[src/rtl/fsm2_stim_gen.sv]
// Stimulus generator for a two-input FSM under test: steps through a fixed
// 8-entry (a,b) pattern, holds each step for a programmable number of cycles,
// and compares the FSM's y0/yl responses against expected bit masks.
module fsm2_stim_gen #(
    parameter logic [7:0] EXP_Y0 = 8'h00,
    parameter logic [7:0] EXP_YL = 8'h00
) (
    input  logic       clk,
    input  logic       reset,
    input  logic       start,
    input  logic [3:0] hold_cycles,
    input  logic       y0_in,
    input  logic       yl_in,
    output logic       a,
    output logic       b,
    output logic       busy,
    output logic       done,
    output logic [2:0] step,
    output logic       mismatch,
    output logic [3:0] err_count
);

    typedef enum logic [1:0] {
        IDLE  = 2'd0,
        DRIVE = 2'd1,
        DONE  = 2'd2
    } state_t;

    state_t     state_q, state_d;
    logic [2:0] step_q, step_d;
    logic [3:0] hold_cnt_q, hold_cnt_d;
    logic [3:0] h_q, h_d;
    logic       a_q, a_d;
    logic       b_q, b_d;
    logic       busy_q, busy_d;
    logic       done_q, done_d;
    logic       mismatch_q, mismatch_d;
    logic [3:0] err_count_q, err_count_d;

    logic       hold_last;
    logic       step_mismatch;

    // Fixed (a,b) stimulus table, returned as {a,b}.
    function automatic logic [1:0] pattern_ab(input logic [2:0] s);
        logic [1:0] ab;
        case (s)
            3'd0:    ab = 2'b11;
            3'd1:    ab = 2'b01;
            3'd2:    ab = 2'b00;
            3'd3:    ab = 2'b10;
            3'd4:    ab = 2'b01;
            3'd5:    ab = 2'b00;
            3'd6:    ab = 2'b10;
            default: ab = 2'b00;
        endcase
        return ab;
    endfunction

    // State and datapath registers; reset returns everything to an idle, clean slate.
    always_ff @(posedge clk) begin
        if (reset) begin
            state_q     <= IDLE;
            step_q      <= 3'd0;
            hold_cnt_q  <= 4'd0;
            h_q         <= 4'd1;
            a_q         <= 1'b0;
            b_q         <= 1'b0;
            busy_q      <= 1'b0;
            done_q      <= 1'b0;
            mismatch_q  <= 1'b0;
            err_count_q <= 4'd0;
        end else begin
            state_q     <= state_d;
            step_q      <= step_d;
            hold_cnt_q  <= hold_cnt_d;
            h_q         <= h_d;
            a_q         <= a_d;
            b_q         <= b_d;
            busy_q      <= busy_d;
            done_q      <= done_d;
            mismatch_q  <= mismatch_d;
            err_count_q <= err_count_d;
        end
    end

    // Next-state logic: start a run, hold/advance steps, score responses, finish.
    always_comb begin
        state_d       = state_q;
        step_d        = step_q;
        hold_cnt_d    = hold_cnt_q;
        h_d           = h_q;
        a_d           = a_q;
        b_d           = b_q;
        busy_d        = busy_q;
        done_d        = done_q;
        mismatch_d    = mismatch_q;
        err_count_d   = err_count_q;
        hold_last     = (hold_cnt_q == (h_q - 4'd1));
        step_mismatch = (y0_in != EXP_Y0[step_q]) || (yl_in != EXP_YL[step_q]);

        case (state_q)
            IDLE: begin
                a_d        = 1'b0;
                b_d        = 1'b0;
                busy_d     = 1'b0;
                done_d     = 1'b0;
                step_d     = 3'd0;
                hold_cnt_d = 4'd0;
                if (start) begin
                    state_d      = DRIVE;
                    {a_d, b_d}   = pattern_ab(3'd0);
                    busy_d       = 1'b1;
                    h_d          = (hold_cycles == 4'd0) ? 4'd1 : hold_cycles;
                    mismatch_d   = 1'b0;
                    err_count_d  = 4'd0;
                end
            end
            DRIVE: begin
                if (hold_last) begin
                    if (step_mismatch) begin
                        mismatch_d = 1'b1;
                        if (err_count_q != 4'd15) begin
                            err_count_d = err_count_q + 4'd1;
                        end
                    end
                    hold_cnt_d = 4'd0;
                    if (step_q == 3'd7) begin
                        state_d = DONE;
                        busy_d  = 1'b0;
                        done_d  = 1'b1;
                        a_d     = 1'b0;
                        b_d     = 1'b0;
                    end else begin
                        step_d     = step_q + 3'd1;
                        {a_d, b_d} = pattern_ab(step_q + 3'd1);
                    end
                end else begin
                    hold_cnt_d = hold_cnt_q + 4'd1;
                end
            end
            DONE: begin
                state_d = IDLE;
                done_d  = 1'b0;
                step_d  = 3'd0;
                a_d     = 1'b0;
                b_d     = 1'b0;
                busy_d  = 1'b0;
            end
            default: begin
                state_d = IDLE;
            end
        endcase
    end

    assign a         = a_q;
    assign b         = b_q;
    assign busy      = busy_q;
    assign done      = done_q;
    assign step      = step_q;
    assign mismatch  = mismatch_q;
    assign err_count = err_count_q;

endmodule

[config.mk]
export PLATFORM = sky130hd
export DESIGN_NAME = fsm2_stim_gen
export DESIGN_NICKNAME = d
export VERILOG_FILES = /design/src/rtl/fsm2_stim_gen.sv
export SDC_FILE = /design/constraint.sdc
export NUM_CORES = 1
export LEC_CHECK = 0
export ABC_CLOCK_PERIOD_IN_PS = 2100
export CORE_ASPECT_RATIO = 0.9
export CORE_MARGIN = 10
export CORE_UTILIZATION = 30
export DETAILED_ROUTE_END_ITERATION = 8
export PLACE_DENSITY = 0.54
export SYNTH_ARGS = -nofsm -noshare
export SYNTH_HDL_FRONTEND = slang
export SYNTH_SLANG_ARGS = --single-unit
[constraint.sdc]
create_clock -name clk -period 2.1 [get_ports clk]
set_input_delay 0.21 -clock clk [delete_from_list [all_inputs] [get_ports clk]]
set_output_delay 0.21 -clock clk [all_outputs]
set_load 0.05 [all_outputs]
==> results.sh, run 1 <==
export IMPL_drtPass1Iterations=4
export IMPL_finalWeightedCongestion=0.814
export IMPL_period_share_pct=95.3
export IMPL_endpoint_kind="register"
export IMPL_synth_area_um2=1380
export IMPL_clk_pin_slew_ns=0.09
export IMPL_relSlewSlack_pct=65.1
export IMPL_core_um2=4460
export IMPL_cts_sinks=22
export IMPL_p_leak_nw=0.682
export IMPL_post_dp_hpwl_um=2620
export IMPL_start_util_pct=30.9
export IMPL_worst_ep_arrival_time_ns=2.20
export IMPL_synth_top_family_by_area="simple AND/OR/NAND/NOR gates"
export IMPL_place_ws_ns=0.000817
export IMPL_fmax_mhz=500
export IMPL_synthArstFlopShare_pct=0
export IMPL_ant_nets=0
export IMPL_ys_warn_count=0
export IMPL_rows=23
export IMPL_clock_latency_ns=0.27
export IMPL_required_ns=2.29
export IMPL_final_setup_viol_count=0
export IMPL_place_port_buffers=20
export IMPL_setup_slack_ns=0.0981
export IMPL_startpoint_type="register"
export IMPL_synth_cell_type_count=46
export IMPL_antennaDiodeCount=0
export IMPL_yosys_register_bits=22
export IMPL_fp_dieH_um=84.3
export IMPL_synth_area_per_cell_um2=8.52
export IMPL_grt_ovfl_total=0
export IMPL_die_area_um2=7720
export IMPL_ys_flop_type="dfxtp_1"
export IMPL_antenna_found_initial=0
export IMPL_clockRootBuffer="clkbuf_8"
export IMPL_stdcell_area_um2=1750
export IMPL_final_cell_mix="dfxtp_1 (22), clkdlybuf4s50_1 (20), nor2_1 (15)"
export IMPL_synth_compound_area_share_pct=16.8
export IMPL_synth_mux_area_share_pct=3.81
export IMPL_grt_use_total_pct=8.67
export IMPL_numCtsBuffers=3
export IMPL_grt_max_degree=14
export IMPL_synth_fa_ha_area_share_pct=11.8
export IMPL_fin_nets=212
export IMPL_maxCapViolations=0
export IMPL_layout_commonest_cell="dfxtp_1"
export IMPL_hold_viol=0
export IMPL_drt_iter0_drc=41
export IMPL_rrSetupSlack_ns=0.1
export IMPL_path_max_fanout=5
export IMPL_area_growth_syn_to_layout_pct=26.9
export IMPL_rsz0062_at_grt="yes"
export IMPL_holdCritPathClass="register to register"
export IMPL_powerDensity_nw_per_um2=637
export IMPL_placed_area_um2=1690
export IMPL_drv_slew=0
export IMPL_vias=1221
export IMPL_grt_pass1_vias=1137
export IMPL_fin_setup_tns_ns=0
export IMPL_fin_crit_ns=2.00
export IMPL_routedWlPerCell_um=13.4
export IMPL_synth_edf_count=0
export IMPL_final_layout_size_suffix_gt1_share_pct=12.7
export IMPL_syn_inst=162
export IMPL_worstMarginPinSlew_ns=0.521
export IMPL_cts_tree="done"
export IMPL_die_x_um=91.5
export IMPL_vias_per_cell=4.86
export IMPL_wl_um=3350
export IMPL_status="finished, final reports clean"
export IMPL_synth_fp_nets=184
export IMPL_finalPower_mw=1.12
export IMPL_postCtsSetupBuffers=0
export IMPL_clock_skew_ns=0.00739
export IMPL_max_clock_path_buffers=2
export IMPL_grt_pass1_wl_um=5600
export IMPL_ir_drop_uv=389
export IMPL_hold_depth=2
export IMPL_route_detailed_drc=0
export IMPL_synth_yosys_seq_area_share_pct=31.9
export IMPL_synth_xor_area_share_pct=4.99
export IMPL_synth_simple_area_share_pct=24.7
export IMPL_r2r_worst_path_cells=5
export IMPL_ioPinCount=21
export IMPL_critical_path_class="register to register"
export IMPL_cts_max_level=1
[layout make-up]
cell class | instances | area (µm²)
sequential | 22 | 440
clock buffer | 4 | 55.1
tap | 62 | 77.6
timing repair buffer | 29 | 268
multi-input combinational | 122 | 866
fill | 445 | 2710
inverter | 12 | 45.0
[sequential cells by signal, indices dropped and copies added, names as in the netlist]
name / cells
mismatch: 1
err_count: 4
busy: 1
hold_cnt_q: 4
state_q: 2
b: 1
done: 1
step: 3
h_q: 4
a: 1
[through the flow]
step	cells	hold slack, ns	utilization, %
global placement	247	0.464	37.8
global route	251	0.504	39.3
finish	251	0.476	39.3
floorplan	162	0.368	-
detailed placement	247	0.467	37.8
CTS	251	0.481	39.1
[final timing paths]
| kind | from | endpoint |
|---|---|---|
| worst max-delay path | hold_cnt_q[2] | busy |
| worst min-delay path | b | b |
| worst max register to register | hold_cnt_q[2] | busy |
| worst min register to register | b | b |
[worst max-delay path, stage by stage (launching register included)]
cell and delay [ns]:
dfxtp_1 0.39, xor3_2 0.49, nor3_4 0.26, a31oi_2 0.17
or4b_1 0.49, a21oi_1 0.13
[cells by family after synthesis]
| logic type | after synthesis |
|---|---|
| compound gates | 34 |
| xor+xnor | 6 |
| fa+ha+maj | 13 |
| buf+inv | 18 |
| flops | 22 |
| mux | 5 |
| simple gates | 64 |
[repair_timing]
action / CTS / global route
hold buffers: 0 / 0
hold endpoints to repair: 0 / 0
setup endpoints to repair: 1 / 4
resized for setup: 1 / 2
pin swaps: 0 / 0
[power by group]
part	internal (mW)	leakage, nW	switching [mW]	total (mW)
clock	0.167	0.0288	0.147	0.315
sequential	0.441	0.179	0.0202	0.461
combinational	0.137	0.474	0.204	0.341
[routing by layer]
layer  share of wire, %  routed length [µm]  global-route usage [%]
met1                 47                1560                    10.7
met2                 47                1580                    14.0
met3                5.4                 180                    2.85
met4               0.75                  25                    2.56
met5                  0                   0                       0
[cells in the mapped netlist (all sizes together) (4+ instances only)]
master / instances / share of area (%)
and3: 4 / 1.9
a31oi: 6 / 3.2
nor3: 11 / 5.5
o21ai: 6 / 2.2
dfxtp: 22 / 32
nand2: 14 / 3.8
ha: 13 / 12
clkbuf: 4 / 1.1
nand3: 5 / 1.8
a21oi: 6 / 2.2
nor2: 15 / 4.1
inv: 12 / 3.3
Power figures use the tool's default switching activity.
==> inputs of run 2 (changes only) <==
--- a/config.mk
+++ b/config.mk
@@ -8,9 +8,9 @@
 export ABC_CLOCK_PERIOD_IN_PS = 2100
 export CORE_ASPECT_RATIO = 0.9
 export CORE_MARGIN = 10
-export CORE_UTILIZATION = 30
+export CORE_UTILIZATION = 44
 export DETAILED_ROUTE_END_ITERATION = 8
-export PLACE_DENSITY = 0.54
+export PLACE_DENSITY = 0.72
 export SYNTH_ARGS = -nofsm -noshare
 export SYNTH_HDL_FRONTEND = slang
 export SYNTH_SLANG_ARGS = --single-unit
==> constraint.sdc (replaced) <==
create_clock -name clk -period 2.1 [get_ports clk]
set_input_delay 0.21 -clock clk [delete_from_list [all_inputs] [get_ports clk]]
set_output_delay 0.21 -clock clk [all_outputs]
set_load 0.01 [all_outputs]
==> results.sh, run 2 (synthesized netlist as in run 1, its figures left out) <==
export IMPL_status="finished, final reports clean"
export IMPL_final_layout_size_suffix_gt1_share_pct=15.8
export IMPL_vias=1242
export IMPL_path_max_fanout=3
export IMPL_fmax_mhz=493
export IMPL_ir_drop_uv=544
export IMPL_drv_slew=0
export IMPL_numCtsBuffers=3
export IMPL_path_delay_family="simple AND/OR/NAND/NOR gates"
export IMPL_fin_nets=213
export IMPL_final_setup_viol_count=0
export IMPL_clock_latency_ns=0.32
export IMPL_vias_per_cell=5.35
export IMPL_grtUsageMet1_pct=14.5
export IMPL_start_util_pct=45.4
export IMPL_clock_skew_ns=0.00681
export IMPL_final_cell_mix="dfxtp_1 (20), clkdlybuf4s50_1 (20), nor2_1 (15)"
export IMPL_finalWeightedCongestion=0.832
export IMPL_route_detailed_drc=0
export IMPL_area_growth_syn_to_layout_pct=27.7
export IMPL_worstPathCellList="inv_1 -> ha_1 -> xnor2_2 -> nor3_4 -> a31oi_2 -> or4b_1 -> a21oi_2"
export IMPL_slowest_delay_ns=0.51
export IMPL_grt_max_degree=14
export IMPL_max_clock_path_buffers=2
export IMPL_maxCapViolations=0
export IMPL_drt_iter0_drc=54
export IMPL_drtPass1Iterations=4
export IMPL_period_share_pct=96.6
export IMPL_grt_ovfl_total=0
export IMPL_place_ws_ns=0.000810
export IMPL_cts_hold_buf=0
export IMPL_fin_crit_ns=2.03
export IMPL_rows=19
export IMPL_relSlewSlack_pct=67.5
export IMPL_post_dp_hpwl_um=2540
export IMPL_die_x_um=79.0
export IMPL_required_ns=2.35
export IMPL_routedWlPerCell_um=14.1
export IMPL_worst_ep_arrival_time_ns=2.28
export IMPL_fp_dieH_um=73.1
export IMPL_place_port_buffers=20
export IMPL_clk_pin_slew_ns=0.13
export IMPL_met2_usage_pct=19.3
export IMPL_grt_use_total_pct=11.9
export IMPL_cts_sinks=22
export IMPL_endpoint_kind="register"
export IMPL_die_area_um2=5780
export IMPL_clockRootBuffer="clkbuf_4"
export IMPL_crit_slowest_cell="or4b_1"
export IMPL_ioPinCount=21
export IMPL_p_leak_nw=0.696
export IMPL_cts_tree="done"
export IMPL_hold_viol=0
export IMPL_fillerInstances=303
export IMPL_grt_util_met3_pct=4.68
export IMPL_antennaDiodeCount=0
export IMPL_instances_no_fill=232
export IMPL_worstMarginPinSlew_ns=0.486
export IMPL_fin_setup_tns_ns=0
export IMPL_ant_nets=0
export IMPL_cts_max_level=1
export IMPL_grt_pass1_vias=1237
export IMPL_post_place_cells=227
export IMPL_top_usage_layer="met2"
export IMPL_setup_slack_ns=0.0714
export IMPL_core_um2=3040
export IMPL_powerDensity_nw_per_um2=632
export IMPL_wl_um=3260
export IMPL_path_buf_inv=1
export IMPL_startpoint_type="register"
export IMPL_critical_path_class="register to register"
export IMPL_holdCritPathClass="input pin to register"
export IMPL_grt_pass1_wl_um=5700
export IMPL_antenna_found_initial=0
export IMPL_finalPower_mw=1.11
[run 2: final cells by class]
class / instances / area [µm²] / area share, %
clock inverter: 1 / 30.0 / 1.70
sequential: 22 / 443 / 25.1
tap: 42 / 52.6 / 2.98
inverter: 12 / 45.0 / 2.56
timing repair buffer: 30 / 275 / 15.6
multi-input combinational: 122 / 893 / 50.7
clock buffer: 3 / 22.5 / 1.28
[run 2: worst reg2reg max path, stage by stage, from the launching register on]
cell	delay (ns)
dfxtp_2	0.37
inv_1	0.05
ha_1	0.30
xnor2_2	0.17
nor3_4	0.28
a31oi_2	0.14
or4b_1	0.51
a21oi_2	0.13
[run 2: what timing repair did]
action	CTS	global route
setup endpoints to repair	5	10
gates resized for setup	1	9
cloned	0	0
setup buffers	0	1
pin swaps	0	1
[run 2: through the flow]
stage	cell area (µm²)	util [%]	hold WS (ns)
after global routing	1760	57.9	0.480
final	1760	57.9	0.476
after global placement	1660	54.6	0.458
after CTS	1720	56.4	0.477
after detailed placement	1660	54.6	0.464
after floorplan	1380	-	0.368
[run 2: power by group]
| group | internal, mW | switching, mW | total, mW |
|---|---|---|---|
| clock network | 0.193 | 0.138 | 0.331 |
| logic | 0.150 | 0.169 | 0.318 |
| registers | 0.442 | 0.0224 | 0.464 |
[run 2: path summary, 6_finish.rpt]
kind | from | end | slack (ns) | depth (start not counted)
setup / recovery | h_q[1] | busy | 0.07 | 7
hold / removal | hold_cycles[1] | h_q[1] | 0.48 | 3
setup reg to reg | h_q[1] | busy | 0.07 | 7
hold reg to reg | b | b | 0.48 | 2
[run 2: layer usage]
layer,share of wire (%),vias to the layer above
met3,6.0,2
li1,-,631
met4,0.46,0
met5,0,-
met2,47,27
met1,47,582
